==> src/rtl/elevator_call_panel.sv <==
// rtl/elevator_call_panel.sv - debounced call buttons, call lamps and round-robin ip request issue
module elevator_call_panel #(
    parameter int NUM_FLOORS = 8,
    parameter int DB_CYCLES  = 4
) (
    input  logic                  clk,
    input  logic                  rst_n,
    input  logic [NUM_FLOORS-1:0] btn,
    input  logic [2:0]            curr_floor,
    input  logic                  door,
    output logic [2:0]            floor_no,
    output logic                  ip,
    output logic [NUM_FLOORS-1:0] call_lamp
);
    localparam int N = NUM_FLOORS;

    logic [N-1:0] s1, s2, db, db_prev;
    logic [7:0]   cnt [N];
    logic [N-1:0] pend, lamp_q;
    logic [2:0]   rr;

    logic [N-1:0] arr_mask, accept, eligible, issue_mask;
    logic         found;
    logic [2:0]   sel_idx;
    logic [2:0]   rr_next;

    // Arrival never matches floors >= N, so out-of-range curr_floor clears nothing.
    always_comb begin
        arr_mask = '0;
        for (int i = 0; i < N; i++) begin
            arr_mask[i] = door && (curr_floor == 3'(i));
        end
    end

    assign accept   = db & ~db_prev & ~lamp_q & ~arr_mask;
    assign eligible = pend & ~arr_mask;

    // Circular scan starting at rr picks the first eligible pending floor.
    always_comb begin
        found   = 1'b0;
        sel_idx = '0;
        for (int k = 0; k < N; k++) begin
            if (!found && eligible[(int'(rr) + k) % N]) begin
                found   = 1'b1;
                sel_idx = 3'((int'(rr) + k) % N);
            end
        end
        rr_next    = 3'((int'(sel_idx) + 1) % N);
        issue_mask = '0;
        for (int i = 0; i < N; i++) begin
            issue_mask[i] = found && (sel_idx == 3'(i));
        end
    end

    always_ff @(posedge clk) begin
        if (!rst_n) begin
            s1       <= '0;
            s2       <= '0;
            db       <= '0;
            db_prev  <= '0;
            pend     <= '0;
            lamp_q   <= '0;
            rr       <= '0;
            ip       <= 1'b0;
            floor_no <= '0;
            for (int i = 0; i < N; i++) begin
                cnt[i] <= '0;
            end
        end else begin
            s1      <= btn;
            s2      <= s1;
            db_prev <= db;
            for (int i = 0; i < N; i++) begin
                if (s2[i] != db[i]) begin
                    if (cnt[i] == 8'(DB_CYCLES - 1)) begin
                        db[i]  <= s2[i];
                        cnt[i] <= '0;
                    end else begin
                        cnt[i] <= cnt[i] + 8'd1;
                    end
                end else begin
                    cnt[i] <= '0;
                end
            end
            // Arrival masking last lets it win over same-cycle accept or issue.
            pend   <= (pend | accept) & ~issue_mask & ~arr_mask;
            lamp_q <= (lamp_q | accept) & ~arr_mask;
            ip     <= found;
            if (found) begin
                floor_no <= sel_idx;
                rr       <= rr_next;
            end
        end
    end

    assign call_lamp = lamp_q;
endmodule

==> config.mk <==
export PLATFORM = sky130hd
export DESIGN_NAME = elevator_call_panel
export DESIGN_NICKNAME = d
export VERILOG_FILES = /design/src/rtl/elevator_call_panel.sv
export SDC_FILE = /design/constraint.sdc
export NUM_CORES = 1
export LEC_CHECK = 0
export CAP_MARGIN = 20
export CORE_UTILIZATION = 45
export DETAILED_ROUTE_END_ITERATION = 10
export MAX_ROUTING_LAYER = met4
export RECOVER_POWER = 100
export SLEW_MARGIN = 20
export SYNTH_ARGS = -nofsm -noshare
export SYNTH_HDL_FRONTEND = slang
export SYNTH_SLANG_ARGS = --single-unit
==> constraint.sdc <==
create_clock -name clk -period 6 [get_ports clk]
set_clock_uncertainty 0.15 [all_clocks]
set_input_delay 1.5 -clock clk [delete_from_list [all_inputs] [get_ports clk]]
set_output_delay 1.5 -clock clk [all_outputs]
set_load 0.02 [all_outputs]
==> results.yml <==
critical_path:
  endpoint_kind: "register"
  slowest_delay_ns: 0.72
  path_cells: "dlygate4sd3_1 > or4b_1 > a32o_1 > mux2_1 > a2111o_1 > a21o_1 > a221o_1 > a22oi_1 > a21o_1 > ha_1 > ha_1 > mux2i_1 > nor2b_1"
  cp-start-kind: "input port"
  slowest_stage: "or4b_1"
  required_ns: 6.13
  crit_type: "in2reg"
  arrival_ns: 5.35
  r2r_cells: 13
  cp_max_fo: 8
synthesis:
  ys_seq_elements: 119
  synth_edf_count: 64
  synth_area_leaders: "edfxtp_1 (31%), dfxtp_1 (18%), xor2_1 (5.7%)"
  async_reset_ff_share_pct: 0
  yosysSeqAreaShare_pct: 48.1
  ys_top_cells_by_count: "nor2_1 (92), edfxtp_1 (64), dfxtp_1 (55)"
  synth.distinct_cells: 58
  synth_area_mm2: 0.00629
  synth_ff_type: "edfxtp_1"
  synth_warnings: 0
  yosysMostFrequentCell: "nor2_1"
  synth_area_per_cell_um2: 10.0
  synth_largest_area_cell: "edfxtp_1"
  synth_top_area_share_pct: 30.6
  syn-instance-count: 629
detailed_routing:
  vias: 4764
  drt-total-wl_mm: 13.3
  via_per_inst: 5.24
  route.detailed.drc: 0
  dr.first_iter.drc_count: 331
  ant_nets: 0
  routedWlPerCell_um: 14.6
  first_pass_iters: 5
placed_design:
  numPortBuffers: 25
  hpwl_mm: 9.65
  gp_congestion: 0.907
die:
  start_util_pct: 46.8
  core_area_mm2: 0.0135
  io_pins: 26
  rows: 42
  chipHeight_um: 120
  dieArea_mm2: 0.0145
  die_x_um: 120
worst_hold_path:
  hold_class: "reg2reg"
  hold_depth: 1
finish:
  area_growth_pct: 20.3
  final_nets: 749
  antennaDiodeCount: 0
  final_layout_size_suffix_gt1_share_pct: 6.82
timing:
  fmax_ghz: 0.192
  holdWs_ns: 0.279
  worst_pin_slew_ns: 2.06
  setup_violations: 0
  setup_tns_ns: 0
  timing.final.hold_violations: 0
  relSlewSlack_pct: -37.4
  rsz0062_at_grt: "false"
  fin_crit_sh_pct: 87.0
  slew_violations: 56
  finalCriticalPeriod_ns: 5.22
clock_network:
  path_clk_slew_ns: 0.05
  cts_root_buffer: "clkbuf_16"
  cts_buffers: 17
  cts_tree: "built"
  clock_latency_ns: 0.40
  htree_levels: 4
  postCtsSetupRepairBufs: 0
  hold_buffers: 0
  cts_sinks: 119
  ctsResizeCount: 0
  ctsLongestPathBuffers: 2
global_routing:
  grt_max_degree: 56
  grt_usage_pct: 20.3
  grt_pass1_vias: 4618
  antenna_found_initial: 0
  gr-total-overflow: 0
  grt_pass1_wl_mm: 22.2
power:
  powerDensity_mw_per_mm2: 371
  power_leakage_nw: 2.98
  ir_drop_uv: 262
  p_total_mw: 2.81
run_status:
  outcome: "complete, but fails checks"
  failed_checks: "max-capacitance violations, max-slew violations"
flow_run:
  max_cap_viol_count: 1
## worst max-delay path, delay by kind of cell
family	cells	cell delay [ns]
adders and majority gates	2	0.43
and+or+nand+nor	2	0.78
muxes	2	0.47
buffers and inverters	1	0.63
AOI/OAI and AO/OA	6	1.54
## cells in the final DEF (no fill, tap or decap), drive strengths merged, types with 21 or more instances in the layout
cell     n
nor2    92
edfxtp  64
conb    64
dfxtp   55
nand3   47
xor2    41
and2    36
nand2   33
inv     29
clkbuf  22
nor2b   21
## routing by layer
layer,part of all wire (%),up-vias,track usage [%]
met2,49,97,32.9
met4,1.3,0,8.02
met1,46,2277,25.0
met5,0,-,-
li1,-,2378,-
met3,3.7,12,4.01
## layout make-up
type	count	area (µm²)
fill	1204	5890
multi-input combinational	525	3310
sequential	119	3020
clock buffer	21	492
timing repair buffer	28	267
tap	176	220
clock inverter	11	143
inverter	29	109
## metrics by stage
step	util [%]	cell area, µm²	setup slack, ns	instances
6_report	56.2	7570	0.780	909
3_3_place_gp	51.6	6940	0.700	877
5_1_grt	56.2	7570	0.640	909
3_5_place_dp	51.6	6940	0.630	877
2_1_floorplan	-	6530	1.45	692
4_1_cts	56.3	7580	1.07	909
## power breakdown
group / switching [mW] / total [mW] / internal (mW)
Clock: 0.351 / 1.06 / 0.709
Combinational: 0.503 / 0.797 / 0.294
Sequential: 0.0446 / 0.949 / 0.904
## path summary, 6_finish.rpt
check / slack (ns) / end / from
setup reg to reg: 1.67 / rr[2] / rr[1]
hold reg to reg: 0.28 / s2[2] / s1[2]
hold / removal: 0.28 / s2[2] / s1[2]
setup / recovery: 0.78 / rr[2] / curr_floor[0]
## sequential cells by signal, summed over array words and instances (netlist names)
signal,flops
s2,8
floor_no,3
db,8
s1,8
pend,8
ip,1
rr,3
call_lamp,8
cnt,64
db_prev,8
## logic make-up after synthesis
group,Yosys count,share of synthesized area (%)
buf+inv,48,2.88
xor+xnor,59,8.22
mux,24,5.15
compound gates,84,10.4
simple gates,279,22.2
other cells,1,0.0596
fa+ha+maj,15,2.98
flops,119,48.1
Power figures use the tool's default switching activity.
